[src/rtl/video_sync_decoder.sv]
// Sync-to-position decoder: rebuilds hpos/vpos, visible and frame strobe from
// an incoming hsync/vsync pair, checks the raster timing, and reports lock,
// the measured line length and timing errors. Latency is one clock.
module video_sync_decoder #(
    parameter int unsigned H_ACTIVE     = 640,
    parameter int unsigned H_TOTAL      = 800,
    parameter int unsigned H_SYNC_START = 656,
    parameter int unsigned V_ACTIVE     = 480,
    parameter int unsigned V_TOTAL      = 525,
    parameter int unsigned V_SYNC_START = 490,
    parameter int unsigned LOCK_LINES   = 4
) (
    input  logic       i_clk,
    input  logic       i_reset,
    input  logic       i_hsync,
    input  logic       i_vsync,
    output logic [9:0] o_hpos,
    output logic [9:0] o_vpos,
    output logic       o_visible,
    output logic       o_frame_strobe,
    output logic       o_locked,
    output logic [9:0] o_line_len,
    output logic       o_error_strobe,
    output logic [7:0] o_err_count
);

    localparam int unsigned POS_W  = 10;
    localparam int unsigned LEN_W  = 10;
    localparam int unsigned ERR_W  = 8;
    localparam int unsigned GOOD_W = $clog2(LOCK_LINES + 1);

    localparam logic [POS_W-1:0]  H_LAST   = POS_W'(H_TOTAL - 1);
    localparam logic [POS_W-1:0]  V_LAST   = POS_W'(V_TOTAL - 1);
    localparam logic [POS_W-1:0]  H_START  = POS_W'(H_SYNC_START);
    localparam logic [POS_W-1:0]  V_START  = POS_W'(V_SYNC_START);
    localparam logic [POS_W-1:0]  H_ACT    = POS_W'(H_ACTIVE);
    localparam logic [POS_W-1:0]  V_ACT    = POS_W'(V_ACTIVE);
    localparam logic [LEN_W-1:0]  H_PERIOD = LEN_W'(H_TOTAL);
    localparam logic [LEN_W-1:0]  LEN_MAX  = '1;
    localparam logic [ERR_W-1:0]  ERR_MAX  = '1;
    localparam logic [GOOD_W-1:0] LOCK_CNT = GOOD_W'(LOCK_LINES);

    typedef enum logic [1:0] {
        SEARCH = 2'd0,
        HLOCK  = 2'd1,
        LOCKED = 2'd2
    } state_t;

    state_t             state_q;
    logic               hs_q;
    logic               vs_q;
    logic [POS_W-1:0]   hpos_q;
    logic [POS_W-1:0]   hpos_d;
    logic [POS_W-1:0]   vpos_q;
    logic [POS_W-1:0]   vpos_d;
    logic [LEN_W-1:0]   period_q;
    logic [LEN_W-1:0]   period_d;
    logic [GOOD_W-1:0]  good_q;
    logic [LEN_W-1:0]   line_len_q;
    logic [ERR_W-1:0]   err_cnt_q;
    logic               locked_q;
    logic               visible_q;
    logic               frame_q;
    logic               err_strobe_q;

    logic               hs_edge;
    logic               vs_edge;
    logic               h_load;
    logic               h_wrap;
    logic               lock_go;
    logic               hsync_fault;
    logic               vsync_fault;
    logic               timing_err;
    logic               locked_d;

    // Edge detection, position of the current sample, and timing checks
    always_comb begin
        hs_edge     = i_hsync & ~hs_q;
        vs_edge     = i_vsync & ~vs_q;
        h_load      = hs_edge && (state_q != LOCKED);
        h_wrap      = (hpos_q == H_LAST) && !h_load;
        lock_go     = (state_q == HLOCK) && vs_edge && (good_q >= LOCK_CNT);

        hpos_d = hpos_q + POS_W'(1);
        if (h_load) begin
            hpos_d = H_START;
        end else if (h_wrap) begin
            hpos_d = '0;
        end

        vpos_d = vpos_q;
        if (lock_go) begin
            vpos_d = V_START;
        end else if (h_wrap) begin
            vpos_d = (vpos_q == V_LAST) ? '0 : vpos_q + POS_W'(1);
        end

        period_d = (period_q == LEN_MAX) ? LEN_MAX : period_q + LEN_W'(1);
        if (hs_edge) begin
            period_d = LEN_W'(1);
        end

        // A misplaced edge and a missing edge both count as an hsync fault
        hsync_fault = hs_edge ? (hpos_d != H_START) : (hpos_d == H_START);
        vsync_fault = vs_edge && (vpos_d != V_START);
        timing_err  = (state_q == LOCKED) && (hsync_fault || vsync_fault);
        locked_d    = lock_go || ((state_q == LOCKED) && !timing_err);
    end

    // Sync delay, position/period counters and registered outputs
    always_ff @(posedge i_clk) begin
        if (i_reset) begin
            hs_q         <= 1'b0;
            vs_q         <= 1'b0;
            hpos_q       <= '0;
            vpos_q       <= '0;
            period_q     <= '0;
            line_len_q   <= '0;
            err_cnt_q    <= '0;
            locked_q     <= 1'b0;
            visible_q    <= 1'b0;
            frame_q      <= 1'b0;
            err_strobe_q <= 1'b0;
        end else begin
            hs_q         <= i_hsync;
            vs_q         <= i_vsync;
            hpos_q       <= hpos_d;
            vpos_q       <= vpos_d;
            period_q     <= period_d;
            if (hs_edge) begin
                line_len_q <= period_q;
            end
            if (timing_err && (err_cnt_q != ERR_MAX)) begin
                err_cnt_q <= err_cnt_q + ERR_W'(1);
            end
            locked_q     <= locked_d;
            visible_q    <= locked_d && (hpos_d < H_ACT) && (vpos_d < V_ACT);
            frame_q      <= locked_d && (hpos_d == '0) && (vpos_d == '0);
            err_strobe_q <= timing_err;
        end
    end

    // Lock state machine with good-line qualification
    always_ff @(posedge i_clk) begin
        if (i_reset) begin
            state_q <= SEARCH;
            good_q  <= '0;
        end else begin
            case (state_q)
                SEARCH: begin
                    good_q <= '0;
                    if (hs_edge) begin
                        state_q <= HLOCK;
                    end
                end
                HLOCK: begin
                    if (hs_edge) begin
                        if (period_q == H_PERIOD) begin
                            if (good_q < LOCK_CNT) begin
                                good_q <= good_q + GOOD_W'(1);
                            end
                        end else begin
                            good_q <= '0;
                        end
                    end
                    if (lock_go) begin
                        state_q <= LOCKED;
                    end
                end
                LOCKED: begin
                    if (timing_err) begin
                        state_q <= SEARCH;
                        good_q  <= '0;
                    end
                end
                default: begin
                    state_q <= SEARCH;
                    good_q  <= '0;
                end
            endcase
        end
    end

    assign o_hpos         = hpos_q;
    assign o_vpos         = vpos_q;
    assign o_visible      = visible_q;
    assign o_frame_strobe = frame_q;
    assign o_locked       = locked_q;
    assign o_line_len     = line_len_q;
    assign o_error_strobe = err_strobe_q;
    assign o_err_count    = err_cnt_q;

endmodule

[config.mk]
export PLATFORM = sky130hd
export DESIGN_NAME = video_sync_decoder
export DESIGN_NICKNAME = d
export VERILOG_FILES = /design/src/rtl/video_sync_decoder.sv
export SDC_FILE = /design/constraint.sdc
export NUM_CORES = 1
export LEC_CHECK = 0
export ABC_AREA = 1
export CAP_MARGIN = 20
export CORE_ASPECT_RATIO = 0.6
export CORE_MARGIN = 2
export CORE_UTILIZATION = 34
export CTS_CLUSTER_SIZE = 20
export DETAILED_ROUTE_END_ITERATION = 10
export GPL_ROUTABILITY_DRIVEN = 0
export PLACE_DENSITY = 0.62
export REMOVE_ABC_BUFFERS = 1
export SYNTH_ARGS = -nofsm -noshare
export SYNTH_HDL_FRONTEND = slang
export SYNTH_SLANG_ARGS = --single-unit
[constraint.sdc]
create_clock -name i_clk -period 2.55 [get_ports i_clk]
set_input_delay 0.255 -clock i_clk [delete_from_list [all_inputs] [get_ports i_clk]]
set_output_delay 0.255 -clock i_clk [all_outputs]
set_load 0.05 [all_outputs]
Word-level counts from Yosys, hierarchy flattened
Index checks and enable logic that the tools add are counted.
{"block": "op_classes", "shifts": 0, "n_lt_le_gt_ge": 4, "div": 0, "add_sub_neg": 5, "bitwise": 4, "n_eq_ne": 16, "mux": 17, "n_reduce_logical": 22, "n_mul": 0}
{"cell": "10-bit two-way mux", "count": 6}
{"cell": "10-bit == test (second input constant)", "count": 5}
{"cell": "10-bit by 1-bit adder with 10-bit output (second input constant)", "count": 3}
{"cell": "10-bit zero test", "count": 2}
{"cell": "1-bit logical AND", "count": 12}
{"cell": "3-bit two-way mux", "count": 4}
{"cell": "10-bit less-than comparator (second input constant)", "count": 1}
{"cell": "10-bit by 9-bit less-than comparator with 1-bit output (second input constant)", "count": 1}
{"cell": "10-bit inequality test (second input constant)", "count": 1}
{"cell": "10-bit by 9-bit inequality test with 1-bit output (second input constant)", "count": 1}
{"cell": "2-bit inequality test (second input constant)", "count": 5}
{"cell": "8-bit by 1-bit adder with 8-bit output (second input constant)", "count": 1}
{"cell": "8-bit inequality test (second input constant)", "count": 1}
{"cell": "2-bit two-way mux", "count": 3}
{"cell": "2-bit one-hot mux with 3 select lines", "count": 1}
{"cell": "3-bit one-hot mux with 2 select lines", "count": 1}
{"cell": "3-bit AND reduction", "count": 2}
{"cell": "3-bit by 1-bit adder with 3-bit output (second input constant)", "count": 1}
{"cell": "3-bit >= comparator (second input constant)", "count": 1}
{"cell": "3-bit less-than comparator (second input constant)", "count": 1}
{"cell": "3-bit by 2-bit inequality test with 1-bit output (second input constant)", "count": 1}
{"cell": "1-bit AND", "count": 2}
{"cell": "2-bit by 1-bit == test with 1-bit output (second input constant)", "count": 1}
{"cell": "2-bit == test (second input constant)", "count": 1}
{"cell": "other kinds (6)", "count": 10}
{"block": "word_totals", "mem_bits_rw": 0, "out_inout_bits": 42, "n_memories": 0, "in_bits": 4, "latch_bits": 0, "mem_bits_ro": 0, "register_bits": 59}

Longest topological paths before layout
{"block": "logic_depth", "word_depth": 16, "depth_mapped": 19, "ltp_nobuf": 19}

Worst setup path after synthesis
OpenSTA, ideal clock, no wires.
{"block": "synth_timing", "path_kind": "reg-to-reg", "from": "register hpos_q[0], in the netlist o_hpos[0]", "to": "register err_cnt_q[0], in the netlist o_err_count[0]", "synth_period_minus_slack_ns": 2.467, "path_slack_ns": 0.083, "stages_incl_launch_ff": 17, "setup_time_ns": 0.114, "arrival_time_ns": 2.352, "required_time_ns": 2.436, "path_cell_list": "dfxtp_1 > ha_1 > nand2_2 > nor2_8 > nand2_4 > nor2_8 > nand4_1 > nand2_2 > nand3_2 > nor2_2 > nand2_2 > nand2_4 > nand2_8 > nand3_4 > nand2_1 > nand2_1 > nor2_2"}
{"block": "synth_between", "elab_chain_len": 9, "elab_cells_between_ends": 15, "classes_between": "add/sub: 1; eq/ne: 4; mux: 5; reduce/logical: 5"}
{"element": "from (decl)", "line": "52", "text": "logic [POS_W-1:0] hpos_q;"}
{"element": "from (signal assigned)", "line": "127", "text": "hpos_q <= hpos_d;"}
{"element": "branches (longest 6 deep; another with 10-bit by 1-bit adder with 10-bit output)"}
{"element": "1-bit logical OR (*)", "line": "106", "text": "timing_err = (state_q == LOCKED) && (hsync_fault || vsync_fault);"}
{"element": "1-bit logical AND (*)", "line": "106"}
{"element": "1-bit logical AND (*)", "line": "133", "text": "if (timing_err && (err_cnt_q != ERR_MAX)) begin"}
{"element": "to (signal assigned)", "line": "134", "text": "err_cnt_q <= err_cnt_q + ERR_W'(1);"}
{"element": "to (decl)", "line": "60", "text": "logic [ERR_W-1:0] err_cnt_q;"}
Mark *: on every way between the ends.
A chain may end at the register's enable or synchronous reset.

Final worst setup path
{"block": "layout_timing", "from": "register hpos_q[1], in the netlist o_hpos[1]", "to": "register err_cnt_q[0], in the netlist o_err_count[0]"}
Same word-level chain as after synthesis.

==> summary.txt <==
Detailed routing
  • Drt pass-1 iters: 4
  • Post-Route WL: 8.49 mm
  • Post-route DRC: 0
  • Final ANT Viol Nets: 0
  • 1st-iter DRT viols: 243
  • Via count: 3,046
  • Routed wire per std cell: 13.2 microns
  • Vias per inst: 4.75

Global routing
  • First-pass GRT wire length: 13.9 mm
  • Total track usage: 17.4%
  • Largest net degree at the start of global routing: 23
  • Grt total ovfl: 0
  • Initial antenna violation count: 0
  • Vias in the first global route: 2,779

Setup path
  • WP data arrival: 2.55 ns
  • Crit Path Category: flop to flop
  • Worst r2r dst: o_err_count[0]$_SDFFE_PP0P_
  • CP endpoint kind: flop
  • Startpoint Class: flop
  • Worst R2R Setup Slack: 0.23 ns
  • Reg-to-reg critical path startpoint: o_hpos[1]$_SDFF_PP0_
  • Largest fanout on the critical path: 9
  • R2r worst-path depth: 15
  • Required time worst endpoint: 2.78 ns

Clock network
  • CTS tree: yes
  • H-Tree Depth: 3
  • Cts bufs inserted: 9
  • Cts hold-fix bufs: 0
  • Clock transition at path regs: 0.05 ns
  • Root buf cell: clkbuf_16
  • Clk sink count: 59
  • Worst-skew pair later-pin latency: 0.33 ns
  • Clock tree buffer depth: 2

Timing
  • Final Hold Viols: 0
  • F_max: 0.431 GHz
  • RSZ-0062 raised after global routing: no
  • Clk_skew: 0.00747 ns
  • Worst-Margin Slew: 0.606 ns
  • Period utilisation layout: 91.0%
  • Setup TNS: 0 ns
  • Setup violators final: 0
  • Worst slew margin: 59.2%
  • Tmin final: 2.32 ns
  • Slew Limit Fails: 0

Logic synthesis
  • Adder-Cell Fraction of Synth Area: 2.68%
  • Synth Flop Type: dfxtp_1
  • Synth Area in XOR/XNOR: 4.29%
  • Sequential fraction of the synthesis area: 36.1%
  • Simple-Gate Fraction of Synth Area: 39.9%
  • Yosys reg bits: 59
  • Syn avg cell area: 7.33 sq um
  • Post-synthesis mux area share: 0%
  • Largest family of logic cells by synthesized area: simple AND/OR/NAND/NOR gates
  • Synth async-reset ratio: 0%
  • Synth unique cells: 35
  • Synthesized area: 3270 sq um
  • Number of synthesized flops with an enable pin: 0
  • Post-synthesis compound-gate area fraction: 9.84%
  • Yosys warns: 0
  • Mapped Cells: 446

Power and ir drop
  • PwrDens: 584 nW/um^2
  • Leakage: 0.00180 uW
  • VDD IR max: 0.299 mV
  • Total power after layout: 2490 uW

Worst hold path
  • Worst Hold Class: flop to flop
  • Hold Path Origin: good_q[1]$_SDFFE_PP0P_
  • Hold Path End: good_q[1]$_SDFFE_PP0P_
  • Hold depth: 2

Floorplan
  • Num rows: 27
  • Die H: 79.9 microns
  • Die width: 131 microns
  • Total die area: 10,400 sq um
  • Initial core utilization: 35.3%
  • Core area: 9260 sq um
  • IO Pins: 46

Finish
  • Layout Cells excl Fill: 641
  • Most common cell after layout, fill and taps aside: nand2_1
  • Synth-to-layout area growth: 30.3%
  • Final #Nets: 518
  • Share of layout cells above drive strength 1: 16.8%
  • Most frequent cells in the layout: nand2_1 (78), nor2_1 (69), dfxtp_1 (59)
  • Number of diodes: 0

Run
  • MaxCap Viol Count: 0

Outcome
  • Status: complete, no violations

Place
  • Placed cells: 622
  • Dpl hpwl: 6.35 mm
  • Port buffer count: 45
-- cell families (layout without fill, tap and decap cells) --
family                     after synthesis  after routing
AOI/OAI and AO/OA                       55             55
DFF                                     59             59
adders and majority gates                7              7
and+or+nand+nor                        249            249
buffers and inverters                   60            125
xor gates and xnor gates                16             16
-- state kept, by name, summed over array words and instances (netlist names) --
name	count
good_q	3
o_frame_strobe	1
o_err_count	8
o_visible	1
o_locked	1
period_q	10
o_vpos	10
o_error_strobe	1
o_line_len	10
hs_q	1
vs_q	1
o_hpos	10
state_q	2
-- final cells by class --
| class | count | area, sq um |
|---|---|---|
| multi-input combinational | 327 | 1860 |
| timing repair buffer | 58 | 548 |
| inverter | 52 | 200 |
| tap | 130 | 163 |
| sequential | 59 | 1180 |
| fill | 932 | 5000 |
| clock inverter | 5 | 78.8 |
| clock buffer | 10 | 229 |
-- metal layers --
metal	vias up	share of wire (%)	global-route usage, %
met5	-	0	0
met4	0	1.0	5.53
met3	8	6.7	5.03
met2	77	41	24.5
met1	1381	51	25.3
li1	1580	-	-
-- cell usage after synthesis (2+ instances only) --
cell | n | area (sq um)
ha_1 | 7 | 87.6
inv_1 | 46 | 173
o21ai_0 | 13 | 65.1
nor3_1 | 7 | 35.0
nand2_1 | 78 | 293
nand2_2 | 15 | 93.8
nand4_1 | 17 | 106
a21oi_1 | 24 | 120
a21oi_2 | 9 | 78.8
a31oi_1 | 5 | 31.3
dfxtp_1 | 59 | 1180
clkinv_1 | 2 | 7.51
clkbuf_1 | 6 | 22.5
xor2_1 | 9 | 78.8
nand2_4 | 4 | 45.0
nor4_1 | 3 | 18.8
nand3_2 | 6 | 60.1
nand3_1 | 29 | 145
nor2_8 | 2 | 40.0
o21ai_1 | 2 | 10.0
nor2_2 | 5 | 31.3
inv_2 | 3 | 11.3
nor2_1 | 70 | 263
nand3_4 | 4 | 70.1
nor2_4 | 5 | 56.3
xnor2_1 | 7 | 61.3
-- per-stage QoR --
step | hold slack [ns] | util (%) | setup WS [ns] | area [sq um]
floorplan | 0.317 | - | 0.0786 | 3230
global placement | 0.471 | 42.3 | 0.103 | 3910
detailed placement | 0.488 | 42.3 | 0.0707 | 3910
CTS | 0.499 | 45.6 | 0.190 | 4220
global route | 0.527 | 46.0 | 0.00127 | 4260
finish | 0.492 | 46.0 | 0.231 | 4260
-- repair_timing --
item,in CTS,in global routing
resized for setup,0,2
endpoints found under the setup margin,0,2
setup buffers,0,4
-- worst max-delay path by stage --
stage	from	slack (ns)	cells after the start	endpoint
after global placement	i_hsync	0.10	16	o_err_count[0]$_SDFFE_PP0P_
after global routing	o_hpos[1]$_SDFF_PP0_	0.001	16	o_err_count[0]$_SDFFE_PP0P_
after CTS	o_vpos[0]$_SDFF_PP0_	0.19	17	o_err_count[0]$_SDFFE_PP0P_
after floorplan	o_hpos[0]$_SDFF_PP0_	0.08	16	o_err_count[0]$_SDFFE_PP0P_
final	o_hpos[1]$_SDFF_PP0_	0.23	15	o_err_count[0]$_SDFFE_PP0P_
after detailed placement	i_hsync	0.07	16	o_err_count[0]$_SDFFE_PP0P_
-- critical path, stage by stage, from the launching register on --
cell and delay (ns):
dfxtp_1 0.36, ha_1 0.19, nand2_2 0.10, nor2_8 0.21, nand3_4 0.16, buf_4 0.19
nand2_1 0.05, nor2_1 0.06, a21oi_2 0.12, nand4_1 0.11, nand2_2 0.11, clkinv_4 0.08
nand2_8 0.09, nand3_4 0.15, nor2_1 0.16, nor2_2 0.05
-- report_power, final --
group          switching (uW)  internal, uW  leakage, uW
registers                20.6           949     0.000480
logic                     170          81.1      0.00117
clock network             420           847     0.000152
Power figures use the tool's default switching activity.
